## src/rtl/fifo_uart_tx_if.sv

```systemverilog
// FIFO read-side bundle between the 8-deep byte FIFO and the UART transmitter.
//
// Signals:
//   fifo_rd_en : read pulse from the consumer; one cycle pops one byte
//   fifo_empty : FIFO empty flag
//   fifo_data  : FIFO data_out; registered, valid the cycle after fifo_rd_en
//
// Modports:
//   master : the consumer (fifo_uart_tx) that issues reads
//   slave  : the FIFO that answers them
interface fifo_uart_tx_if;
    logic       fifo_rd_en;
    logic       fifo_empty;
    logic [7:0] fifo_data;

    modport master (
        output fifo_rd_en,
        input  fifo_empty,
        input  fifo_data
    );

    modport slave (
        input  fifo_rd_en,
        output fifo_empty,
        output fifo_data
    );
endinterface

```

## src/rtl/fifo_uart_tx.sv

```systemverilog
// UART transmitter fed from the read side of the byte FIFO. Pops one byte per
// frame and sends start bit, 8 data bits LSB first, an optional parity bit and
// one or two stop bits.
//
// Parameters:
//   CLKS_PER_BIT : clk cycles per serial bit (>= 2)
//   STOP_BITS    : 1 or 2
//   PARITY       : 0 none, 1 even, 2 odd
//
// Ports:
//   clk        : single clock, all logic on posedge
//   reset      : asynchronous, active-high
//   tx_en      : permission to start a new frame (looked at in IDLE and on the
//                last stop cycle only)
//   fifo       : FIFO read bundle (master side)
//   tx         : serial line, idle high
//   busy       : high in every state except IDLE
//   frame_done : one-cycle pulse on the last clk of the final stop bit
//
// States:
//   S_IDLE   | line idle, waiting for tx_en && !fifo_empty
//   S_FETCH  | fifo_rd_en high for this single cycle
//   S_LOAD   | FIFO output now valid: capture byte, compute parity
//   S_START  | start bit (tx=0)
//   S_DATA   | data bits, LSB first, shift register moves right per bit
//   S_PARITY | parity bit (only reachable when PARITY != 0)
//   S_STOP   | stop bit(s); may chain straight into S_FETCH
module fifo_uart_tx #(
    parameter int CLKS_PER_BIT = 16,
    parameter int STOP_BITS    = 1,
    parameter int PARITY       = 0
) (
    input  logic           clk,
    input  logic           reset,
    input  logic           tx_en,
    fifo_uart_tx_if.master fifo,
    output logic           tx,
    output logic           busy,
    output logic           frame_done
);

    localparam int            TW     = (CLKS_PER_BIT > 2) ? $clog2(CLKS_PER_BIT) : 1;
    localparam logic [TW-1:0] T_LAST = TW'(CLKS_PER_BIT - 1);

    typedef enum logic [2:0] {
        S_IDLE,
        S_FETCH,
        S_LOAD,
        S_START,
        S_DATA,
        S_PARITY,
        S_STOP
    } state_t;

    state_t        state_q,    state_d;
    logic [TW-1:0] timer_q,    timer_d;
    logic [2:0]    bit_idx_q,  bit_idx_d;
    logic          stop_idx_q, stop_idx_d;
    logic [7:0]    shift_q,    shift_d;
    logic          parity_q,   parity_d;

    logic bit_tick;
    logic stop_last;
    logic can_start;

    // Bit timer wraps at CLKS_PER_BIT-1; stop_idx extends it over a second
    // stop bit when configured.
    assign bit_tick  = (timer_q == T_LAST);
    assign stop_last = (STOP_BITS == 2) ? stop_idx_q : 1'b1;
    assign can_start = tx_en && !fifo.fifo_empty;

    always_ff @(posedge clk or posedge reset) begin
        if (reset) begin
            state_q    <= S_IDLE;
            timer_q    <= '0;
            bit_idx_q  <= '0;
            stop_idx_q <= 1'b0;
            shift_q    <= '0;
            parity_q   <= 1'b0;
        end else begin
            state_q    <= state_d;
            timer_q    <= timer_d;
            bit_idx_q  <= bit_idx_d;
            stop_idx_q <= stop_idx_d;
            shift_q    <= shift_d;
            parity_q   <= parity_d;
        end
    end

    always_comb begin
        state_d    = state_q;
        timer_d    = timer_q;
        bit_idx_d  = bit_idx_q;
        stop_idx_d = stop_idx_q;
        shift_d    = shift_q;
        parity_d   = parity_q;

        case (state_q)
            S_IDLE: begin
                if (can_start) begin
                    state_d = S_FETCH;
                end
            end

            S_FETCH: begin
                state_d = S_LOAD;
            end

            S_LOAD: begin
                // Parity is taken from the whole byte here, before shifting
                // destroys it.
                shift_d    = fifo.fifo_data;
                parity_d   = (PARITY == 2) ? ~^fifo.fifo_data : ^fifo.fifo_data;
                timer_d    = '0;
                bit_idx_d  = '0;
                stop_idx_d = 1'b0;
                state_d    = S_START;
            end

            S_START: begin
                if (bit_tick) begin
                    timer_d = '0;
                    state_d = S_DATA;
                end else begin
                    timer_d = timer_q + 1'b1;
                end
            end

            S_DATA: begin
                if (bit_tick) begin
                    timer_d   = '0;
                    shift_d   = {1'b0, shift_q[7:1]};
                    bit_idx_d = bit_idx_q + 3'd1;
                    if (bit_idx_q == 3'd7) begin
                        state_d = (PARITY != 0) ? S_PARITY : S_STOP;
                    end
                end else begin
                    timer_d = timer_q + 1'b1;
                end
            end

            S_PARITY: begin
                if (bit_tick) begin
                    timer_d = '0;
                    state_d = S_STOP;
                end else begin
                    timer_d = timer_q + 1'b1;
                end
            end

            S_STOP: begin
                if (bit_tick) begin
                    timer_d = '0;
                    if (stop_last) begin
                        stop_idx_d = 1'b0;
                        // Chaining into FETCH here gives exactly two idle-high
                        // cycles (FETCH, LOAD) between frames.
                        state_d    = can_start ? S_FETCH : S_IDLE;
                    end else begin
                        stop_idx_d = 1'b1;
                    end
                end else begin
                    timer_d = timer_q + 1'b1;
                end
            end

            default: begin
                state_d = S_IDLE;
            end
        endcase
    end

    // Outputs decode registered state only, so they cannot glitch on input
    // changes, and reset forces them to idle values immediately.
    always_comb begin
        tx              = 1'b1;
        fifo.fifo_rd_en = (state_q == S_FETCH);
        busy            = (state_q != S_IDLE);
        frame_done      = (state_q == S_STOP) && bit_tick && stop_last;

        case (state_q)
            S_START:  tx = 1'b0;
            S_DATA:   tx = shift_q[0];
            S_PARITY: tx = parity_q;
            default:  tx = 1'b1;
        endcase
    end

endmodule
```

## src/flat_wrapper.sv

```systemverilog
// flat-port wrapper written by rule: the top's interface ports become plain ports
module fifo_uart_tx_flat 
#(
    parameter int CLKS_PER_BIT = 16,
    parameter int STOP_BITS    = 1,
    parameter int PARITY       = 0
)
  (clk, reset, tx_en, tx, busy, frame_done, fifo_fifo_rd_en, fifo_fifo_empty, fifo_fifo_data);
  fifo_uart_tx_if fifo_i ();
  input  logic clk;
  input  logic reset;
  input  logic tx_en;
  output logic tx;
  output logic busy;
  output logic frame_done;
  output wire logic [$bits(fifo_i.fifo_rd_en)-1:0] fifo_fifo_rd_en;
  input wire logic [$bits(fifo_i.fifo_empty)-1:0] fifo_fifo_empty;
  input wire logic [$bits(fifo_i.fifo_data)-1:0] fifo_fifo_data;
  assign fifo_fifo_rd_en = fifo_i.fifo_rd_en;
  assign fifo_i.fifo_empty = fifo_fifo_empty;
  assign fifo_i.fifo_data = fifo_fifo_data;
  fifo_uart_tx #(.CLKS_PER_BIT(CLKS_PER_BIT), .STOP_BITS(STOP_BITS), .PARITY(PARITY)) u_core (.clk(clk), .reset(reset), .tx_en(tx_en), .fifo(fifo_i), .tx(tx), .busy(busy), .frame_done(frame_done));
endmodule
```

## config.mk

```make
export PLATFORM = sky130hd
export DESIGN_NAME = fifo_uart_tx_flat
export DESIGN_NICKNAME = d
export VERILOG_FILES = /design/src/rtl/fifo_uart_tx_if.sv /design/src/rtl/fifo_uart_tx.sv /design/src/flat_wrapper.sv
export SDC_FILE = /design/constraint.sdc
export NUM_CORES = 1
export LEC_CHECK = 0
export ABC_AREA = 1
export ABC_CLOCK_PERIOD_IN_PS = 2800
export CORE_MARGIN = 2
export CORE_UTILIZATION = 45
export DETAILED_ROUTE_END_ITERATION = 10
export GPL_ROUTABILITY_DRIVEN = 0
export PLACE_DENSITY = 0.7
export SLEW_MARGIN = 5
export SYNTH_ARGS = -nofsm -noshare
export SYNTH_HDL_FRONTEND = slang
export SYNTH_SLANG_ARGS = --single-unit
```

## constraint.sdc

```tcl
create_clock -name clk -period 2.8 [get_ports clk]
set_clock_uncertainty 0.15 [all_clocks]
set_input_delay 0.28 -clock clk [delete_from_list [all_inputs] [get_ports clk]]
set_output_delay 0.28 -clock clk [all_outputs]
set_load 0.1 [all_outputs]
```

==> summary.txt, run 1 <==
Floorplan
  – Initial core utilization: 47.10%
  – Core Rows: 19
  – Total core area: 2758 um^2
  – Die height: 57.72 um
  – Chip width: 57.72 um
  – Top Ports: 16
  – Die ar.: roughly 3300 um^2

Drt
  – Final WL: 2.321 mm
  – DR pass1 iterations: 4
  – Wirelength per Cell: around 11 um
  – WL met2: 1.160 mm
  – Vias/cell: 5.067
  – Drt drc: 0
  – Initial DRC count: 24
  – Routed Antenna Nets: 0
  – WL met1: 1.030 mm
  – Met3 wire length: 87 um
  – Via count: 1054
  – Top Metal Used: met4

Yosys
  – Netlist cell types: 28
  – Ys Warns: 0
  – FF+latch count, synth: 19
  – Sequential element share of the synthesized area: a little over a third
  – Ranking of synthesized cells by area: dfrtp_1 (37%), nand2_1 (15%), inv_1 (6.9%)
  – Synth Cell Area: about 1300 um^2
  – Post-synth EDFFs: 0
  – Synthesized Nets: 176
  – Asr flop ratio synth: 100.0%
  – Primary FF master, synth: dfrtp_1
  – Area leader, netlist: dfrtp_1
  – Synth top area share: 36.61%
  – Post-Syn Area per Cell: 8.067 um^2
  – Syn Inst Count: 161

GRT
  – Vias in the first global route: 1024
  – Total track usage: 16.10%
  – Initial antenna violation count: 0
  – First-pass GRT wire length: 4.160 mm
  – GR Overflow Total: 0
  – Largest net degree at the start of global routing: 20

Placed design
  – Placed cells: between 200 and 250
  – I/O Buffers: 15
  – Dpl ws: 1127 ps
  – Dpl hpwl: 1.821 mm

Clocking
  – Sink Count: 19
  – Clock latency on the worst-skew pair: 290 ps
  – Clock Path Buffers: 2
  – Post-CTS Setup Bufs: 0
  – Root buf cell: clkbuf_4
  – Reg clk slew, reported paths: 110 ps
  – Cts repair resizes: 0
  – Post-CTS Hold Fix Bufs: 0
  – CTS tree: done
  – CTS buffer count: 3
  – H-tree depth: 1

STA
  – Fmax: roughly 500 MHz
  – Slack of the critical path: 803.6 ps
  – Final slew viol count: 0
  – RSZ-0062 raised after global routing: false
  – Final Critical Period: 1996 ps
  – Worst-margin pin slew: about 710 ps
  – Endpoints failing hold: 0
  – Period Utilization, post-route: 71.30%
  – Slew headroom: a little over half
  – Setup Viol. Count Final: 0
  – TNS Setup: 0 ps

Cells and area
  – Share of cells above drive strength 1: a little under a fifth
  – Post-Layout Cell Count: 208
  – Fin nets: 193
  – Area growth from synthesis to layout: 13.29%
  – Diodes inserted: 0

Worst setup path
  – Crit path arrival time: 1570 ps
  – CP max FO: 7
  – Crit path required time: about 2400 ps
  – Critical path class: register to output port
  – Worst setup SP type: register
  – Crit. End Element: output port

Min path
  – HP Class: input pin to asynchronous set/reset pin

Power
  – Cell Pwr Density: 989.8 nW/um^2
  – Leakage power: 0.7447 nW
  – Final Power: 1.456 mW
  – Worst vdd ir: 0.8863 mV

Outcome
  – Status: completed

Run
  – Max_cap viols: 0
synthesized netlist by cell type, types with 2 or more instances:
cell / number
buf_6: 2
dfrtp_1: 19
ha_1: 3
inv_1: 24
nand2_1: 52
nand2_4: 2
nand2_8: 2
nand3_1: 9
nand3_2: 4
nor2_1: 5
nor2_4: 4
nor3_1: 2
o211ai_1: 9
o21ai_1: 4
o21ai_2: 7
power by group:
group	internal [mW]	switching (mW)
clock network	0.0554	0.0819
logic	0.269	0.581
registers	0.385	0.0845
through the flow:
stage	hold WS, ps	utilization [%]	cell area, um^2
after global routing	322.2	53.36	1471
final	245.6	53.36	1471
after global placement	331.9	52.40	1445
after detailed placement	337.7	52.40	1445
after floorplan	81.13	-	1309
after CTS	273.4	53.36	1471
cell families (layout without fill, tap and decap cells):
family / count (synthesis) / in the layout / share of synthesized area [%]
buf+inv: 30 / 46 / 11.85
flops: 19 / 19 / 36.61
fa+ha+maj: 3 / 3 / 2.890
simple gates: 82 / 82 / 33.04
xor+xnor: 2 / 2 / 1.349
compound gates: 25 / 25 / 14.26
cell type report:
class / count / area [um^2]
Clock buffer: 4 / 26.28
Fill cell: 246 / 1286
Inverter: 27 / 111.4
Multi-Input combinational cell: 112 / 679.4
Sequential cell: 19 / 475.5
Tap cell: 31 / 38.79
Timing Repair Buffer: 15 / 140.1
path summary, 6_finish.rpt:
kind	start	depth (start not counted)	slack [ps]	to
worst max register to register	u_core.state_q[0]$_DFFE_PP0P_	5	1160	u_core.shift_q[4]$_DFFE_PP0P_
worst min-delay path	reset	2	250	u_core.bit_idx_q[2]$_DFFE_PP0P_
worst min register to register	u_core.parity_q$_DFFE_PP0P_	2	360	u_core.parity_q$_DFFE_PP0P_
min in group clk	u_core.parity_q$_DFFE_PP0P_	2	360	u_core.parity_q$_DFFE_PP0P_
worst max-delay path	u_core.state_q[2]$_DFFE_PP0P_	5	800	tx
max in group asynchronous	reset	2	1810	u_core.shift_q[4]$_DFFE_PP0P_
worst max-delay path: stages, from the launching register on:
cell and delay, ps:
dfrtp_1 540, inv_2 120, nand3_2 120, nand2_1 90, o211ai_1 100, buf_4 310
cell usage in the layout, fill, tap and decap left out:
cell type	n
nand2_1	52
inv_1	24
dfrtp_1	19
clkdlybuf4s50_1	11
nand3_1	9
o211ai_1	9
o21ai_2	7
nor2_1	5
nand3_2	4
nor2_4	4
o21ai_1	4
buf_4	4
ha_1	3
clkbuf_4	3
nand2_4	2
nand2_8	2
nor3_2	2
inv_2	1
inv_4	1
or2_2	1
inv_8	1
o22ai_2	1
xor2_1	1
o22ai_1	1
o21ai_0	1
nand4_1	1
xnor2_1	1
a21o_1	1
a21oi_1	1
clkbuf_1	1
flip-flops by register name, summed over array words and instances, names as in the netlist:
name / flops
u_core.parity_q: 1
u_core.timer_q: 4
u_core.bit_idx_q: 3
u_core.shift_q: 8
u_core.state_q: 3
per-layer routing:
metal / track usage (%) / vias to the layer above
met5: 0 / -
met4: 8.306 / 0
met3: 3.125 / 4
met2: 28.73 / 20
met1: 18.07 / 481
li1: - / 549
No activity file was read; power rests on OpenSTA's default activity.
==> run 2: changes to the inputs <==
--- a/config.mk
+++ b/config.mk
@@ -6,7 +6,7 @@
 export NUM_CORES = 1
 export LEC_CHECK = 0
 export ABC_AREA = 1
-export ABC_CLOCK_PERIOD_IN_PS = 2800
+export ABC_CLOCK_PERIOD_IN_PS = 2000
 export CORE_MARGIN = 2
 export CORE_UTILIZATION = 45
 export DETAILED_ROUTE_END_ITERATION = 10
==> constraint.sdc (replaced) <==
create_clock -name clk -period 2 [get_ports clk]
set_clock_uncertainty 0.15 [all_clocks]
set_input_delay 0.2 -clock clk [delete_from_list [all_inputs] [get_ports clk]]
set_output_delay 0.2 -clock clk [all_outputs]
set_load 0.1 [all_outputs]
==> run 2 against run 1 <==
Global-route usage hardly changed. First-iteration DRC count grew 33%. Non-clock buffer count up 1. Total power increased by 48%. Critical endpoint unchanged. Largest cell class unchanged. Largest power group unchanged.
==> summary.txt, run 2 (synthesis gave the netlist of run 1 again) <==
Outcome
  – Status: completed

Cells and area
  – Multi-input gate area: 685.7 um^2 (+0.92%)
  – Final Cell Area: 1536 um^2 (+4.4%)
  – Area growth from synthesis to layout: 18.30%
  – Top reg by flops: u_core.shift_q
  – Fin nets: 194 (+0.52%)
  – Diodes inserted: 0 (unchanged)
  – Share of cells above drive strength 1: 19.66% (+1.0 points)
  – Fillcell total: 269 (+9.3%)
  – Max FFs per register: 8 (unchanged)
  – Storage cell area: 476.7 um^2 (+0.26%)
  – Most common cell after layout, fill and taps aside: nand2_1
  – Commonest cells after routing, fill and taps aside: nand2_1 (52), inv_1 (24), dfrtp_1 (18)
  – Biggest regs: u_core.shift_q: 8 flops, u_core.timer_q: 4 flops

Power
  – Cell Pwr Density: 1401 nW/um^2 (+42%)
  – Worst vdd ir: 1.410 mV (+59%)
  – Leakage power: 0.7806 nW (+4.8%)

Drt
  – Via count: 1069 (+1.4%)
  – Final WL: 2.327 mm (+0.26%)
  – Drt drc: 0 (unchanged)
  – Vias/cell: 5.115 (+0.94%)
  – Wirelength per Cell: 11.13 um (-0.22%)
  – DR pass1 iterations: 4 (unchanged)
  – Routed Antenna Nets: 0 (unchanged)
  – Initial DRC count: 32 (+33%)

Clocking
  – Clock latency on the worst-skew pair: 290 ps (about the same)
  – Post-CTS Setup Bufs: 0 (unchanged)
  – Sink Count: 19 (unchanged)
  – Root buf cell: clkbuf_4
  – H-tree depth: 1 (unchanged)
  – Clock Path Buffers: 2 (unchanged)
  – Post-CTS Hold Fix Bufs: 0 (unchanged)
  – Cts repair resizes: 0 (unchanged)
  – CTS buffer count: 3 (unchanged)
  – Reg clk slew, reported paths: 100 ps (about the same)
  – CTS tree: done

Run
  – Max_cap viols: 0 (unchanged)

Floorplan
  – Chip width: 57.72 um (unchanged)
  – Die height: 57.72 um (unchanged)
  – Die ar.: 3332 um^2 (unchanged)
  – Total core area: 2758 um^2 (unchanged)
  – Top Ports: 16 (unchanged)
  – Core Rows: 19 (unchanged)
  – Initial core utilization: 47.10% (unchanged)

Worst setup path
  – Crit path required time: 1650 ps (-720 ps)
  – Critical path class: register to output port
  – Crit. End Element: output port
  – CP max FO: 7 (unchanged)
  – Worst setup SP type: register
  – Crit path arrival time: 1560 ps (about the same)

GRT
  – Vias in the first global route: 1047 (+2.2%)
  – Total track usage: 16.11% (about the same)
  – GR Overflow Total: 0 (unchanged)
  – Largest net degree at the start of global routing: 20 (unchanged)
  – First-pass GRT wire length: 4.278 mm (+2.8%)
  – Initial antenna violation count: 0 (unchanged)

Placed design
  – I/O Buffers: 15 (unchanged)
  – Dpl hpwl: 1.894 mm (+4.0%)
  – Post-placement cell area: 1510 um^2 (+4.5%)
  – Dpl ws: 377.2 ps (-749.4 ps)

STA
  – RSZ-0062 raised after global routing: false
  – Slew headroom: 77.47% (+25 points)
  – Final hold slack: 61.18 ps (-184.4 ps)
  – Slack of the critical path: 94.42 ps (-709.2 ps)
  – Endpoints failing hold: 0 (unchanged)
  – Period Utilization, post-route: 95.28%
  – Final slew viol count: 0 (unchanged)
  – Fmax: 524.8 MHz
  – TNS Setup: 0 ps (unchanged)
  – Final Critical Period: 1906 ps
  – Worst-margin pin slew: 337.5 ps (-375.8 ps)
  – Setup Viol. Count Final: 0 (unchanged)

Min path
  – HP Class: input pin to asynchronous set/reset pin
[run 2: cell types whose count changed in the layout (fill, tap and decap cells not counted), sizes merged]
cell	before	now
buf	4	5
[run 2: critical path, cell delays in order (launching register included)]
cell      delay [ps]
dfrtp_2          490
nor2_4           160
nand2_4           90
o211ai_1         300
buf_12           220
[run 2: final cells by class]
type,instances,share of cell area [%]
inverters,27,7.248
flip-flops and latches,19,31.03
well taps,31,2.524
repair buffers,16,12.87
multi-input cells,112,44.63
clock buffers,4,1.710
[run 2: path summary, 6_finish.rpt]
check | start | endpoint | slack [ps] | depth (start not counted)
setup / recovery | u_core.state_q[1]$_DFFE_PP0P_ | tx | 90 | 4
hold / removal | reset | u_core.shift_q[5]$_DFFE_PP0P_ | 60 | 3
setup reg to reg | u_core.timer_q[0]$_DFFE_PP0P_ | u_core.shift_q[3]$_DFFE_PP0P_ | 360 | 7
hold reg to reg | u_core.parity_q$_DFFE_PP0P_ | u_core.parity_q$_DFFE_PP0P_ | 350 | 2
max in group asynchronous | reset | u_core.state_q[1]$_DFFE_PP0P_ | 1430 | 3
min in group clk | u_core.parity_q$_DFFE_PP0P_ | u_core.parity_q$_DFFE_PP0P_ | 350 | 2
[run 2: power by group]
part	switching [mW]	internal (mW)	total, mW	leakage [nW]
Combinational	0.846	0.462	1.31	0.525
Sequential	0.117	0.541	0.658	0.241
Clock	0.109	0.0774	0.186	0.0150
Total	1.07	1.08	2.15	0.781
[run 2: routing by layer]
metal	vias up	wire, um	GRT usage, %
met2	30	1135	29.06
met4	0	34	6.312
met3	4	95	2.009
li1	546	-	-
met1	489	1061	19.40
met5	-	0	0
[run 2: per-stage QoR]
stage / power [mW] / cells / util [%]
global placement: 1.942 / 205 / 54.76
CTS: 2.178 / 209 / 55.72
detailed placement: 1.986 / 205 / 54.76
finish: 2.153 / 209 / 55.72
global route: 2.331 / 209 / 55.72
floorplan: 1.712 / 161 / -
==> run 3: changes to the inputs <==
--- a/config.mk
+++ b/config.mk
@@ -7,6 +7,7 @@
 export LEC_CHECK = 0
 export ABC_AREA = 1
 export ABC_CLOCK_PERIOD_IN_PS = 2000
+export CORE_ASPECT_RATIO = 2
 export CORE_MARGIN = 2
 export CORE_UTILIZATION = 45
 export DETAILED_ROUTE_END_ITERATION = 10
==> run 3 against run 2 <==
Worst hold slack improved by 52 ps. Worst setup slack improved by 54 ps. Register-to-register slack barely moved. Global-route usage rose by 1.2 points. Non-clock buffer count did not move. Flip-flop and latch count did not move. Routed wire length rose by 6.3%.
==> summary.txt, run 3 (synthesis gave the netlist of run 1 again) <==
Clocking
  – Sink Count: 19 (unchanged)
  – H-tree depth: 1 (unchanged)
  – Post-CTS Setup Bufs: 0 (unchanged)
  – Root buf cell: clkbuf_8
  – Reg clk slew, reported paths: 70 ps (-30 ps)
  – Post-CTS Hold Fix Bufs: 0 (unchanged)
  – CTS tree: done
  – Clock Path Buffers: 2 (unchanged)
  – Cts repair resizes: 0 (unchanged)
  – Clock latency on the worst-skew pair: 260 ps (-30 ps)
  – CTS buffer count: 3 (unchanged)

Power
  – Cell Int Power: 1.147 mW (+6.1%)
  – Cell Pwr Density: 1452 nW/um^2 (+3.6%)
  – Worst vdd ir: 0.6050 mV (-57%)
  – Combinational Power Share: 59.0% (-1.8 points)
  – Sw Pwr: 1.107 mW (+3.3%)
  – Leakage power: 0.7884 nW (+1.0%)
  – Clk network pwr share: 11.8% (+3.1 points)
  – Sw Ratio: 49.12% (-0.69 points)
  – Seq pwr share: 29.2% (-1.3 points)

Cells and area
  – Commonest cells after routing, fill and taps aside: nand2_1 (52), inv_1 (24), dfrtp_1 (18)
  – Post-Layout Cell Count: 207 (-0.96%)
  – Diodes inserted: 0 (unchanged)
  – Top reg by flops: u_core.shift_q
  – Fin nets: 194 (unchanged)
  – Share of cells above drive strength 1: 19.66% (unchanged)
  – Most common cell after layout, fill and taps aside: nand2_1
  – Max FFs per register: 8 (unchanged)
  – Final Cell Area: 1553 um^2 (+1.1%)
  – Biggest regs: u_core.shift_q: 8 flops, u_core.timer_q: 4 flops
  – Area growth from synthesis to layout: 19.56%

GRT
  – Initial antenna violation count: 0 (unchanged)
  – Total track usage: 17.35% (+1.2 points)
  – GR Overflow Total: 0 (unchanged)
  – Largest net degree at the start of global routing: 20 (unchanged)
  – Vias in the first global route: 1089 (+4.0%)
  – First-pass GRT wire length: 4.471 mm (+4.5%)

Worst setup path
  – Crit path required time: 1650 ps (about the same)
  – R2R depth: 5 (-2)
  – Largest stage delay on the critical path: 460 ps (-30 ps)
  – Critical path class: register to output port
  – Worst R2R Start: u_core.state_q[0]$_DFFE_PP0P_
  – Crit. End Element: output port
  – CP max FO: 5 (-2)
  – FF-to-FF setup slack: 370 ps (about the same)
  – Crit-path leading delay family: flip-flops
  – Crit path arrival time: 1500 ps (-60 ps)
  – Worst setup SP type: register
  – Reg-to-reg endpoint: u_core.shift_q[6]$_DFFE_PP0P_
  – Crit path cell chain: nor2_4, nand2_4, o211ai_1, buf_12
  – CP max-delay cell: dfrtp_1
  – Worst Path Buf+Inv: 1 (unchanged)

Floorplan
  – Core Rows: 27 (+8)
  – Initial core utilization: 47.46% (+0.37 points)
  – Total core area: 2736 um^2 (-0.77%)
  – Chip width: 41.99 um (-27%)
  – Die ar.: 3358 um^2 (+0.78%)
  – Top Ports: 16 (unchanged)
  – Die height: 79.98 um (+39%)

STA
  – Final Critical Period: 1852 ps (-53.74 ps)
  – Final hold slack: 113.7 ps (+52.48 ps)
  – Setup Viol. Count Final: 0 (unchanged)
  – Worst-margin pin slew: 332.8 ps (-4.745 ps)
  – Endpoints failing hold: 0 (unchanged)
  – Period Utilization, post-route: 92.59% (-2.7 points)
  – RSZ-0062 raised after global routing: false
  – Fmax: 540.0 MHz (+2.9%)
  – Slew headroom: 77.69% (+0.22 points)
  – Final slew viol count: 0 (unchanged)

Drt
  – DR pass1 iterations: 4 (unchanged)
  – Via count: 1094 (+2.3%)
  – Initial DRC count: 15 (-53%)
  – Vias/cell: 5.285 (+3.3%)
  – Routed Antenna Nets: 0 (unchanged)
  – Drt drc: 0 (unchanged)
  – Wirelength per Cell: 11.95 um (+7.3%)
  – Final WL: 2.473 mm (+6.3%)

Placed design
  – Post-placement cell area: 1508 um^2 (-0.17%)
  – Placed cells: 203 (-0.98%)
  – Dpl hpwl: 2.092 mm (+10%)
  – I/O Buffers: 15 (unchanged)

Min path
  – HP Class: input pin to asynchronous set/reset pin

Run
  – Max_cap viols: 0 (unchanged)

Outcome
  – Status: completed
[run 3: how the worst max path moves through the flow]
stage	slack [ps]	startpoint	end	cells past startpoint
after floorplan	-510	u_core.state_q[0]$_DFFE_PP0P_	tx	3
after global placement	420	u_core.timer_q[0]$_DFFE_PP0P_	u_core.shift_q[2]$_DFFE_PP0P_	7
after detailed placement	370	u_core.state_q[0]$_DFFE_PP0P_	u_core.shift_q[6]$_DFFE_PP0P_	5
after CTS	140	u_core.state_q[0]$_DFFE_PP0P_	tx	4
after global routing	50	u_core.state_q[0]$_DFFE_PP0P_	frame_done	4
final	150	u_core.state_q[0]$_DFFE_PP0P_	tx	4
[run 3: power by group through the flow]
| stage | Clock (mW) | Sequential, mW | Combinational (mW) |
|---|---|---|---|
| final | 0.266 | 0.657 | 1.33 |
| after global routing | 0.284 | 0.673 | 1.47 |
| after CTS | 0.272 | 0.658 | 1.35 |
| after detailed placement | 0 | 0.665 | 1.35 |
| after global placement | 0 | 0.659 | 1.31 |
| after floorplan | 0 | 0.642 | 1.07 |
[run 3: worst min-delay path, stage by stage]
cell	delay, ps
clkdlybuf4s50_1	390
inv_1	50
buf_4	250
[run 3: metal layers]
| layer | part of all wire [%] | track usage, % |
|---|---|---|
| met1 | 36 | 17.36 |
| met2 | 57 | 32.66 |
| met3 | 2.6 | 1.357 |
| met4 | 4.5 | 11.61 |
| met5 | 0 | 0 |
[run 3: final cells by class]
class	instances	area (um^2)
clock buffers	4	45.04
repair buffers	16	197.7
fillers	255	1184
inverters	27	111.4
multi-input cells	112	685.7
flip-flops and latches	19	476.7
well taps	29	36.28
[run 3: stage by stage]
| step | setup WS (ps) | total power [mW] | setup TNS (ps) | util [%] |
|---|---|---|---|---|
| 6_report | 148.2 | 2.254 | 0 | 56.74 |
| 5_1_grt | 45.20 | 2.424 | 0 | 56.74 |
| 4_1_cts | 140.2 | 2.278 | 0 | 56.74 |
| 3_5_place_dp | 367.0 | 2.010 | 0 | 55.10 |
| 3_3_place_gp | 422.5 | 1.970 | 0 | 55.10 |
| 2_1_floorplan | -511.6 | 1.712 | -832.0 | - |
